File: config.mk
export PLATFORM = sky130hd
export DESIGN_NAME = core_sequencer_flat
export DESIGN_NICKNAME = d
export VERILOG_FILES = /design/src/rtl/core_pkg.sv /design/src/rtl/core_sequencer_if.sv /design/src/rtl/seq_watchdog.sv /design/src/rtl/core_sequencer.sv /design/src/flat_wrapper.sv
export SDC_FILE = /design/constraint.sdc
export NUM_CORES = 1
export LEC_CHECK = 0
export CAP_MARGIN = 10
export CORE_MARGIN = 2
export CORE_UTILIZATION = 48
export CTS_CLUSTER_SIZE = 24
export DETAILED_ROUTE_END_ITERATION = 16
export PLACE_DENSITY = 0.87
export SYNTH_ARGS = -nofsm -noshare
export SYNTH_HDL_FRONTEND = slang
export SYNTH_HIERARCHICAL = 1
export SYNTH_SLANG_ARGS = --single-unit
export TNS_END_PERCENT = 50
File: constraint.sdc
create_clock -name clk -period 3.4 [get_ports clk]
set_input_delay 0.34 -clock clk [delete_from_list [all_inputs] [get_ports clk]]
set_output_delay 0.34 -clock clk [all_outputs]
set_load 0.01 [all_outputs]
File: src/rtl/core_pkg.sv
// Sequencer state encoding and 3-bit stage codes shared by the sequencer,
// the stage modules and debug logic.
package core_pkg;

  typedef enum logic [2:0] {
    ST_IDLE   = 3'd0,
    ST_FETCH  = 3'd1,
    ST_DECODE = 3'd2,
    ST_EXEC   = 3'd3,
    ST_MEM    = 3'd4,
    ST_WRITE  = 3'd5,
    ST_HALTED = 3'd6,
    ST_FAULT  = 3'd7
  } seq_state_e;

  localparam logic [2:0] STAGE_NONE   = 3'd0;
  localparam logic [2:0] STAGE_FETCH  = 3'd1;
  localparam logic [2:0] STAGE_DECODE = 3'd2;
  localparam logic [2:0] STAGE_EXEC   = 3'd3;
  localparam logic [2:0] STAGE_MEM    = 3'd4;
  localparam logic [2:0] STAGE_WRITE  = 3'd5;

  function automatic logic is_stage(input seq_state_e s);
    logic r;
    case (s)
      ST_FETCH, ST_DECODE, ST_EXEC, ST_MEM, ST_WRITE: r = 1'b1;
      default:                                        r = 1'b0;
    endcase
    return r;
  endfunction

  function automatic logic [2:0] stage_code(input seq_state_e s);
    logic [2:0] r;
    case (s)
      ST_FETCH:  r = STAGE_FETCH;
      ST_DECODE: r = STAGE_DECODE;
      ST_EXEC:   r = STAGE_EXEC;
      ST_MEM:    r = STAGE_MEM;
      ST_WRITE:  r = STAGE_WRITE;
      default:   r = STAGE_NONE;
    endcase
    return r;
  endfunction

  // Enable vector bit order: {write, mem, exec, decode, fetch}.
  function automatic logic [4:0] stage_onehot(input seq_state_e s);
    logic [4:0] r;
    case (s)
      ST_FETCH:  r = 5'b00001;
      ST_DECODE: r = 5'b00010;
      ST_EXEC:   r = 5'b00100;
      ST_MEM:    r = 5'b01000;
      ST_WRITE:  r = 5'b10000;
      default:   r = 5'b00000;
    endcase
    return r;
  endfunction

endpackage

File: src/rtl/core_sequencer_if.sv
// Enable/done handshakes between the core sequencer and its pipeline stages.
interface core_sequencer_if;

  logic fetch_enable;
  logic fetch_done;
  logic decode_enable;
  logic decode_done;
  logic decode_mem;
  logic decode_halt;
  logic exec_enable;
  logic exec_done;
  logic mem_enable;
  logic mem_done;
  logic write_enable;
  logic write_done;

  modport master (
    output fetch_enable, decode_enable, exec_enable, mem_enable, write_enable,
    input  fetch_done, decode_done, decode_mem, decode_halt, exec_done, mem_done, write_done
  );

  modport slave (
    input  fetch_enable, decode_enable, exec_enable, mem_enable, write_enable,
    output fetch_done, decode_done, decode_mem, decode_halt, exec_done, mem_done, write_done
  );

endinterface

File: src/rtl/seq_watchdog.sv
// Stage watchdog: counts waiting cycles since the last enable pulse and flags
// the cycle in which the count would reach TIMEOUT_CYCLES-1.
module seq_watchdog #(
  parameter int TIMEOUT_CYCLES = 1024
) (
  input  logic clk,
  input  logic rstn,
  input  logic clear,
  input  logic run,
  output logic expired
);

  localparam int CNT_W = (TIMEOUT_CYCLES > 2) ? $clog2(TIMEOUT_CYCLES) : 1;
  localparam logic [CNT_W-1:0] LAST_CNT = CNT_W'(TIMEOUT_CYCLES - 2);

  logic [CNT_W-1:0] cnt_r;

  // Expiry is combinational so the FSM can trap in the same cycle a done could still win.
  assign expired = run && (cnt_r == LAST_CNT);

  // Wait-cycle counter; holds at the last count rather than wrapping.
  always_ff @(posedge clk or negedge rstn) begin
    if (!rstn) begin
      cnt_r <= {CNT_W{1'b0}};
    end else if (clear) begin
      cnt_r <= {CNT_W{1'b0}};
    end else if (run && !expired) begin
      cnt_r <= cnt_r + CNT_W'(1);
    end else begin
      cnt_r <= cnt_r;
    end
  end

endmodule

File: src/rtl/core_sequencer.sv
// Core sequencer: walks fetch/decode/exec/[mem]/write with one-cycle enable
// pulses, counts retired instructions, halts cleanly and traps hung stages.
module core_sequencer
  import core_pkg::*;
#(
  parameter int TIMEOUT_CYCLES = 1024
) (
  input  logic             clk,
  input  logic             rstn,
  input  logic             start,
  input  logic             halt_req,
  core_sequencer_if.master stg,
  output logic             running,
  output logic             fault,
  output logic [2:0]       fault_stage,
  output logic [31:0]      retired
);

  seq_state_e state_r;
  seq_state_e state_next_s;
  seq_state_e hold_s;

  logic [4:0] en_r;
  logic [4:0] en_next_s;
  logic       running_next_s;
  logic       fault_next_s;
  logic [2:0] fault_stage_next_s;

  logic stage_done_s;
  logic done_s;
  logic entering_s;
  logic expired_s;
  logic wd_run_s;
  logic halt_now_s;

  logic mem_flag_r;
  logic halt_flag_r;
  logic halt_pend_r;

  assign stg.fetch_enable  = en_r[0];
  assign stg.decode_enable = en_r[1];
  assign stg.exec_enable   = en_r[2];
  assign stg.mem_enable    = en_r[3];
  assign stg.write_enable  = en_r[4];

  assign wd_run_s   = is_stage(state_r);
  assign halt_now_s = halt_flag_r | halt_pend_r | halt_req;
  assign hold_s     = expired_s ? ST_FAULT : state_r;

  // A done coinciding with the enable pulse (entry cycle) is not accepted.
  assign done_s = stage_done_s & ~(|en_r);

  seq_watchdog #(
    .TIMEOUT_CYCLES(TIMEOUT_CYCLES)
  ) u_watchdog (
    .clk    (clk),
    .rstn   (rstn),
    .clear  (entering_s),
    .run    (wd_run_s),
    .expired(expired_s)
  );

  // Select the done input of the currently active stage.
  always_comb begin
    stage_done_s = 1'b0;
    case (state_r)
      ST_FETCH:  stage_done_s = stg.fetch_done;
      ST_DECODE: stage_done_s = stg.decode_done;
      ST_EXEC:   stage_done_s = stg.exec_done;
      ST_MEM:    stage_done_s = stg.mem_done;
      ST_WRITE:  stage_done_s = stg.write_done;
      default:   stage_done_s = 1'b0;
    endcase
  end

  // State register.
  always_ff @(posedge clk or negedge rstn) begin
    if (!rstn) begin
      state_r <= ST_IDLE;
    end else begin
      state_r <= state_next_s;
    end
  end

  // Next-state logic.
  always_comb begin
    state_next_s = state_r;
    case (state_r)
      ST_IDLE, ST_HALTED: begin
        if (start) begin
          state_next_s = ST_FETCH;
        end else begin
          state_next_s = state_r;
        end
      end
      ST_FETCH:  state_next_s = done_s ? ST_DECODE : hold_s;
      ST_DECODE: state_next_s = done_s ? ST_EXEC : hold_s;
      ST_EXEC:   state_next_s = done_s ? (mem_flag_r ? ST_MEM : ST_WRITE) : hold_s;
      ST_MEM:    state_next_s = done_s ? ST_WRITE : hold_s;
      ST_WRITE:  state_next_s = done_s ? (halt_now_s ? ST_HALTED : ST_FETCH) : hold_s;
      ST_FAULT:  state_next_s = ST_FAULT;
      default:   state_next_s = ST_IDLE;
    endcase
  end

  // Output decode: next values of the registered outputs.
  always_comb begin
    entering_s = (state_next_s != state_r) && is_stage(state_next_s);
    if (entering_s) begin
      en_next_s = stage_onehot(state_next_s);
    end else begin
      en_next_s = 5'b00000;
    end
    running_next_s = is_stage(state_next_s);
    if ((state_next_s == ST_FAULT) && (state_r != ST_FAULT)) begin
      fault_next_s       = 1'b1;
      fault_stage_next_s = stage_code(state_r);
    end else begin
      fault_next_s       = fault;
      fault_stage_next_s = fault_stage;
    end
  end

  // Output registers.
  always_ff @(posedge clk or negedge rstn) begin
    if (!rstn) begin
      en_r        <= 5'b00000;
      running     <= 1'b0;
      fault       <= 1'b0;
      fault_stage <= STAGE_NONE;
    end else begin
      en_r        <= en_next_s;
      running     <= running_next_s;
      fault       <= fault_next_s;
      fault_stage <= fault_stage_next_s;
    end
  end

  // Decode flags, pending halt request and retired-instruction counter.
  always_ff @(posedge clk or negedge rstn) begin
    if (!rstn) begin
      mem_flag_r  <= 1'b0;
      halt_flag_r <= 1'b0;
      halt_pend_r <= 1'b0;
      retired     <= 32'd0;
    end else begin
      if ((state_r == ST_DECODE) && done_s) begin
        mem_flag_r  <= stg.decode_mem;
        halt_flag_r <= stg.decode_halt;
      end
      if (state_next_s == ST_HALTED) begin
        halt_pend_r <= 1'b0;
      end else if (is_stage(state_r) && halt_req) begin
        halt_pend_r <= 1'b1;
      end
      if ((state_r == ST_WRITE) && done_s) begin
        retired <= retired + 32'd1;
      end
    end
  end

endmodule

File: src/flat_wrapper.sv
// flat-port wrapper written by rule: the top's interface ports become plain ports
module core_sequencer_flat import core_pkg::*;
#(
  parameter int TIMEOUT_CYCLES = 1024
)
  (clk, rstn, start, halt_req, running, fault, fault_stage, retired, stg_fetch_enable, stg_decode_enable, stg_exec_enable, stg_mem_enable, stg_write_enable, stg_fetch_done, stg_decode_done, stg_decode_mem, stg_decode_halt, stg_exec_done, stg_mem_done, stg_write_done);
  core_sequencer_if stg_i ();
  input  logic clk;
  input  logic rstn;
  input  logic start;
  input  logic halt_req;
  output logic running;
  output logic fault;
  output logic [2:0] fault_stage;
  output logic [31:0] retired;
  output wire logic [$bits(stg_i.fetch_enable)-1:0] stg_fetch_enable;
  output wire logic [$bits(stg_i.decode_enable)-1:0] stg_decode_enable;
  output wire logic [$bits(stg_i.exec_enable)-1:0] stg_exec_enable;
  output wire logic [$bits(stg_i.mem_enable)-1:0] stg_mem_enable;
  output wire logic [$bits(stg_i.write_enable)-1:0] stg_write_enable;
  input wire logic [$bits(stg_i.fetch_done)-1:0] stg_fetch_done;
  input wire logic [$bits(stg_i.decode_done)-1:0] stg_decode_done;
  input wire logic [$bits(stg_i.decode_mem)-1:0] stg_decode_mem;
  input wire logic [$bits(stg_i.decode_halt)-1:0] stg_decode_halt;
  input wire logic [$bits(stg_i.exec_done)-1:0] stg_exec_done;
  input wire logic [$bits(stg_i.mem_done)-1:0] stg_mem_done;
  input wire logic [$bits(stg_i.write_done)-1:0] stg_write_done;
  assign stg_fetch_enable = stg_i.fetch_enable;
  assign stg_decode_enable = stg_i.decode_enable;
  assign stg_exec_enable = stg_i.exec_enable;
  assign stg_mem_enable = stg_i.mem_enable;
  assign stg_write_enable = stg_i.write_enable;
  assign stg_i.fetch_done = stg_fetch_done;
  assign stg_i.decode_done = stg_decode_done;
  assign stg_i.decode_mem = stg_decode_mem;
  assign stg_i.decode_halt = stg_decode_halt;
  assign stg_i.exec_done = stg_exec_done;
  assign stg_i.mem_done = stg_mem_done;
  assign stg_i.write_done = stg_write_done;
  core_sequencer #(.TIMEOUT_CYCLES(TIMEOUT_CYCLES)) u_core (.clk(clk), .rstn(rstn), .start(start), .halt_req(halt_req), .stg(stg_i), .running(running), .fault(fault), .fault_stage(fault_stage), .retired(retired));
endmodule
==> results.md <==
* Status: finished, final reports clean
* Area grow syn2layout at 24.9%
* CTS buffer count at 9
* Number of I/O port buffers at 52
* Initial Utilization at 49.3%
* Sw Pwr at 1.13 mW
* Gr usage total at 20.1%
* Clock transition at the registers of the reported paths at 0.06 ns
* Period utilization at 93.9%
* Die W at 84.3 um
* Final hold viol count at 0
* # IOs at 53
* Leading area contributor after synthesis: dfrtp_1
* Worst Path Arrival at 3.43 ns
* Syn. warnings at 6
* Row cnt at 29
* Slew @ Worst Pin at 0.854 ns
* Depth of the CTS H-tree at 3
* Clock tree buffer depth at 2
* Yosys reg bits at 58
* Tmin final at 3.19 ns
* Via count at 2438
* First-pass GRT wire length at between 10 and 15 mm
* DR WL/cell at about 15 um
* Simple-Gate Fraction of Synth Area at 21.7%
* Gr ovfl total at 0
* Mux cell area share after synthesis at 2.71%
* Worst IR Drop VDD at 533 uV
* Chip height at 84.3 um
* Overall power at 2.77 mW
* Clock Skew at 0.00765 ns
* Comb power frac at 49.9%
* Data required time of the critical path at 3.64 ns
* Main synth FF type: dfrtp_1
* DP Area at about 0.0037 mm2
* Max_cap viols at 0
* Vias per cell at around 5.5
* Routing usage on met2 at 30.3%
* CP endpoint kind: register
* Hpwl dp at 4.86 mm
* Clock root buffer: clkbuf_8
* Post-CTS Hold Buffers at 0
* Sequential fraction of the synthesis area at 46.9%
* Core area at about 0.0063 mm2
* Pwr per Cell Area at a little over 700 mW/mm2
* Total negative slack at 0 ns
* WS Path Type: register to register
* Setup ws final at 0.209 ns
* Worst skew pair latency at around 0.32 ns
* Pleak at ~1.7 nW
* Main combinational cell family by area after synthesis: simple AND/OR/NAND/NOR gates
* Max transition margin at 43.1%
* DRC violation count after routing at 0
* Finish-stage setup viols at 0
* Fmax at 0.313 GHz
* CTS tree: done
* Clk pwr share at 18.6%
* Post-Synthesis Cells at 300
* Syn nets at 316
* Max Transition Viols Final at 0
* Met3 usage at 5.01%
* Most used routing layer in global routing: met2
* Async SR Flop Fraction at 100%
* Largest net degree at the start of global routing at 40
* Area contributors post-synth: dfrtp_1 47%, xnor2_1 7.9%, nor2_1 3.3%
* EDFF count, synth at 0
* ANT cells at 0
* Final ANT Viol Nets at 0
* Total Wirelength at 6.81 mm
* Pre-CTS WS at 0.223 ns
* DR pass1 iterations at 5
* Hold WS at 0.124 ns
* Post-CTS setup buffers at 0
* Compound-Gate Fraction of Synth Area at ~13%
* Net Sw Frac at between 40% and 50%
* Clock Sinks at 58
* Power Internal at roughly 1.6 mW
* FF/Latch Area at between 0.001 and 0.0015 mm2
* Post-synthesis cell area at 0.00310 mm2
* Share of layout cells above drive strength 1 at 11.5%
* Unique masters post-synth at 62
* Die Area at just over 0.007 mm2
* Number of global-route vias before repair at 2465
* Flop pwr share at 31.5%
* Synth top area share at 46.9%
* RSZ-0062 raised after global routing: false
* Met1 global-route usage at 27.9%
* Startpoint Class: register
* Fillers at 524
* Post-Synth XOR/XNOR Area at 10.5%
* Nets@finish at 377
* Initial antenna violation count at 0
* Area of the multi-input gates at 0.00155 mm2
* Post-Syn Area per Cell at around 10 um2
* Cell area after layout at between 0.003 and 0.004 mm2
* Drt initial violations at 139
* Hold Crit Class: input pin to async pin
* GP Congestion at 0.936
* Critical path fanouts, max at 22
* Adder-Cell Fraction of Synth Area at roughly 2.3%
==> state kept, by name, summed over array words and instances, names as in the netlist <==
signal / flops
u_core/u_watchdog/cnt_r: 10
u_core/fault: 1
u_core/mem_flag_r: 1
u_core/retired: 32
u_core/halt_pend_r: 1
u_core/state_r: 3
u_core/fault_stage: 3
u_core/running: 1
u_core/en_r: 5
u_core/halt_flag_r: 1
==> routing by layer <==
metal	vias up	share of wire, %	wire (um)
met5	-	0	0
met4	0	0.63	43
met3	4	5.4	366
met2	76	47	3200
met1	1179	47	3210
li1	1179	-	-
==> synthesized netlist by cell type (3+ instances only) <==
library cell  number
dfrtp_1           58
xnor2_1           28
nor2_1            27
nand2_1           26
nand3_1           16
inv_1             10
nand4_1            9
xor2_1             9
a21oi_1            8
and3_1             6
nor3_1             6
ha_1               5
o21ai_0            5
a211oi_1           4
a31oi_1            4
and2_1             4
buf_2              4
nand2b_1           4
or3_1              4
buf_1              3
mux2_2             3
nor2b_1            3
o21bai_1           3
==> cell usage in the layout, fill, tap and decap left out, types with 3 or more instances in the layout <==
cell type | Yosys | layout
mux2_2 | 3 | 3
and2_1 | 4 | 4
or3_1 | 4 | 4
nor3_1 | 6 | 6
nor2b_1 | 3 | 3
nand2_1 | 26 | 26
nand4_1 | 9 | 9
clkdlybuf4s50_1 | 0 | 51
clkbuf_8 | 0 | 10
dfrtp_1 | 58 | 58
o21ai_0 | 5 | 5
a31oi_1 | 4 | 4
a21oi_1 | 8 | 8
buf_4 | 1 | 8
inv_1 | 10 | 10
nor2_1 | 27 | 27
o21bai_1 | 3 | 3
ha_1 | 5 | 5
a211oi_1 | 4 | 4
nand3_1 | 16 | 16
xor2_1 | 9 | 9
xnor2_1 | 28 | 28
and3_1 | 6 | 6
nand2b_1 | 4 | 4
==> power by group through the flow <==
stage                     Clock, mW  Sequential [mW]  Combinational [mW]
after floorplan                   0            0.889               0.957
after global placement            0            0.878                1.36
after detailed placement          0            0.879                1.35
after CTS                     0.536            0.869                1.37
after global routing          0.565            0.882                1.51
final                         0.516            0.872                1.38
==> path summary, 6_finish.rpt <==
path / startpoint / endpoint / slack, ns / depth (start not counted)
worst max-delay path: u_core/state_r[1] / u_core/u_watchdog/cnt_r[2] / 0.21 / 11
worst min-delay path: rstn / u_core/en_r[1] / 0.12 / 1
max in group asynchronous: rstn / u_core/retired[17] / 2.49 / 2
worst max register to register: u_core/state_r[1] / u_core/u_watchdog/cnt_r[2] / 0.21 / 11
worst min register to register: u_core/retired[31] / u_core/retired[31] / 0.48 / 1
min in group clk: u_core/retired[31] / u_core/retired[31] / 0.48 / 1
==> critical path, cell delays in order, from the launching register on <==
cell	delay, ns
dfrtp_1	0.37
buf_4	0.21
or3b_1	0.47
a211oi_4	0.45
a31oi_1	0.17
or3b_1	0.41
a221oi_2	0.29
o21a_1	0.20
a211oi_1	0.06
buf_4	0.18
o21bai_1	0.15
a31oi_1	0.13
==> stage by stage <==
step | util [%] | std cells
floorplan | - | 300
global placement | 59.0 | 427
detailed placement | 59.0 | 427
CTS | 61.6 | 441
global route | 61.6 | 441
finish | 61.6 | 441
==> cells by family after synthesis <==
kind of cell             count (synthesis)
AO/OA/AOI/OAI                           49
XOR/XNOR                                37
adder cells (fa/ha/maj)                  6
buffers and inverters                   20
flip-flops                              58
multiplexers                             7
AND/OR/NAND/NOR                        123
==> area by class of cell <==
cell class,instances,share of cell area [%]
multi-input cells,222,40.0
flip-flops and latches,58,37.6
repair buffers,60,14.9
clock buffers,11,3.66
well taps,77,2.49
inverters,10,0.971
clock inverters,3,0.453
==> what timing repair did <==
| action | in CTS | in global routing |
|---|---|---|
| endpoints found under the setup margin | 0 | 2 |
| endpoints found under the hold margin | 0 | 0 |
| resized for setup | 0 | 1 |
Note: power is estimated with default switching activity, not from simulation.
==> edit: new RTL, same flow settings <==
`TIMEOUT_CYCLES` is set to 1024 in 3 places; all go to 4096.
--- a/src/rtl/seq_watchdog.sv
+++ b/src/rtl/seq_watchdog.sv
@@ -2,5 +2,5 @@
 // the cycle in which the count would reach TIMEOUT_CYCLES-1.
 module seq_watchdog #(
-  parameter int TIMEOUT_CYCLES = 1024
+  parameter int TIMEOUT_CYCLES = 4096
 ) (
   input  logic clk,
--- a/src/rtl/core_sequencer.sv
+++ b/src/rtl/core_sequencer.sv
@@ -4,5 +4,5 @@
   import core_pkg::*;
 #(
-  parameter int TIMEOUT_CYCLES = 1024
+  parameter int TIMEOUT_CYCLES = 4096
 ) (
   input  logic             clk,
--- a/src/flat_wrapper.sv
+++ b/src/flat_wrapper.sv
@@ -2,5 +2,5 @@
 module core_sequencer_flat import core_pkg::*;
 #(
-  parameter int TIMEOUT_CYCLES = 1024
+  parameter int TIMEOUT_CYCLES = 4096
 )
   (clk, rstn, start, halt_req, running, fault, fault_stage, retired, stg_fetch_enable, stg_decode_enable, stg_exec_enable, stg_mem_enable, stg_write_enable, stg_fetch_done, stg_decode_done, stg_decode_mem, stg_decode_halt, stg_exec_done, stg_mem_done, stg_write_done);
Function: same outputs for any inputs over 10 cycles, from zero or initial values and one cycle with rstn low; that may be too few to reach the edited logic, so the function may still have changed.
==> edit against the unedited design <==
  * Area after synthesis rose by 2.8%
  * Clock skew rose by 2.8 ps
  * Worst setup slack got worse by 33 ps
  * Critical path type unchanged
  * Sequential cell count rose by 2
  * Die area rose by 2.7%
  * Highest routed layer unchanged
  * Sequential share of layout area fell by 0.30 points
  * Design area rose by 4.3%
  * Total power rose by 6.9%
  * Wire length rose by 6.2%
==> edit: results (changes against the unedited design) <==
\begin{tabular}{lr}
\hline
Metric & Value \\
\hline
\multicolumn{2}{l}{\textbf{Run status}} \\
\quad Run status & finished, final reports clean \\
\multicolumn{2}{l}{\textbf{Routing}} \\
\quad Total wirelength of the detailed-routed design & 7240 um (+6.2\%) \\
\quad Met1 Wirelength & 3180 um (-0.90\%) \\
\quad Routed length on met3 & 488 um (+33\%) \\
\quad Total number of vias & 2,644 (+8.4\%) \\
\multicolumn{2}{l}{\textbf{Setup path}} \\
\quad Library cell contributing the largest single delay on the critical path & sky130\_fd\_sc\_hd\_\_dfrtp\_1 \\
\quad Count of cells along the worst register-to-register path & 12 (+1) \\
\quad Maximum fanout encountered on the critical timing path & 12 (-45\%) \\
\quad Arrival time worst endpoint & 3480 ps (+50 ps) \\
\multicolumn{2}{l}{\textbf{GRT}} \\
\quad Vias in the first global route & 2,596 (+5.3\%) \\
\quad Total routing usage reported by global routing & 0.207 (+0.00627) \\
\quad Maximum number of pins on one net before global-route repair & 41 (+2.5\%) \\
\quad Global-route met2 utilization & 0.325 (+0.0215) \\
\quad Wire length of the first global-routing pass & 12,200 um (+6.9\%) \\
\multicolumn{2}{l}{\textbf{Pwr}} \\
\quad Highest ir drop seen on vdd & 0.440 mV (-17\%) \\
\quad Internal power of the cells & 1.79 mW (+8.4\%) \\
\quad Static Leak & 1.78 nW (+6.0\%) \\
\multicolumn{2}{l}{\textbf{Timing}} \\
\quad Setup Skew & 10.5 ps (+2.83 ps) \\
\quad Max-Slew Margin vs Limit & 0.408 (-0.0228) \\
\multicolumn{2}{l}{\textbf{Synth}} \\
\quad Part of the Yosys area used for sequential elements & 0.472 (+0.00282) \\
\quad Number of nets produced by synthesis & 321 (+1.6\%) \\
\quad Largest cells by area after synthesis & sky130\_fd\_sc\_hd\_\_dfrtp\_1, sky130\_fd\_sc\_hd\_\_xnor2\_1, sky130\_fd\_sc\_hd\_\_nor2\_1 \\
\quad Synthesis Warnings & 6 (unchanged) \\
\quad Most frequent cells after synthesis & sky130\_fd\_sc\_hd\_\_dfrtp\_1, sky130\_fd\_sc\_hd\_\_nor2\_1, sky130\_fd\_sc\_hd\_\_xnor2\_1 \\
\multicolumn{2}{l}{\textbf{Layout}} \\
\quad Nets & 386 (+2.4\%) \\
\quad Proportion of layout cells with a drive suffix above 1 & 0.139 (+0.0237) \\
\multicolumn{2}{l}{\textbf{Placement}} \\
\quad Worst-case setup slack after placement & 173 ps (-50.0 ps) \\
\quad Cell count after placement & 434 (+1.6\%) \\
\quad HPWL after DPL & 5250 um (+8.0\%) \\
\multicolumn{2}{l}{\textbf{CTS}} \\
\quad Resized cells post-CTS & 0 (unchanged) \\
\quad Clock latency of the later-clocked register in the worst-skew pair & 340 ps (+20 ps) \\
\hline
\end{tabular}
edit: cell type report:
cell class	count	area (um^2)
flip-flops and latches	60	1500
inverters	10	37.5
well taps	77	96.3
multi-input cells	225	1610
clock inverters	5	53.8
fillers	494	2360
clock buffers	10	128
repair buffers	64	606
edit: through the flow:
stage	cell area, um^2	utilization
4_1_cts	4010	0.628
3_5_place_dp	3830	0.599
2_1_floorplan	3180	-
6_report	4030	0.631
5_1_grt	4030	0.631
3_3_place_gp	3830	0.599
edit: worst paths after layout:
path                                              from                                endpoint  slack (ps)
min in group clk              u_core/fault$_DFFE_PN0P_                u_core/fault$_DFFE_PN0P_         480
min                                               rstn           u_core/retired[3]$_DFFE_PN0P_         110
max                        u_core/state_r[1]$_DFF_PN0_  u_core/u_watchdog/cnt_r[3]$_DFFE_PN0P_         180
max in group asynchronous                         rstn  u_core/u_watchdog/cnt_r[2]$_DFFE_PN0P_        2450
min reg2reg                   u_core/fault$_DFFE_PN0P_                u_core/fault$_DFFE_PN0P_         480
max reg2reg                u_core/state_r[1]$_DFF_PN0_  u_core/u_watchdog/cnt_r[3]$_DFFE_PN0P_         180
edit: cell families (layout without fill, tap and decap cells):
| kind of cell | Yosys count | after routing | share of synthesized area |
|---|---|---|---|
| buf+inv | 20 | 89 | 0.0256 |
| xor+xnor | 36 | 36 | 0.0991 |
| mux | 7 | 7 | 0.0263 |
| fa+ha+maj | 6 | 6 | 0.0228 |
| flops | 60 | 60 | 0.472 |
| compound gates | 55 | 55 | 0.136 |
| simple gates | 121 | 121 | 0.219 |
edit: power by group through the flow:
stage	logic, mW	clock network (mW)	registers (mW)
floorplan	0.943	0	0.910
finish	1.45	0.603	0.916
CTS	1.36	0.614	0.914
global route	1.56	0.647	0.928
detailed placement	1.35	0	0.926
global placement	1.33	0	0.918
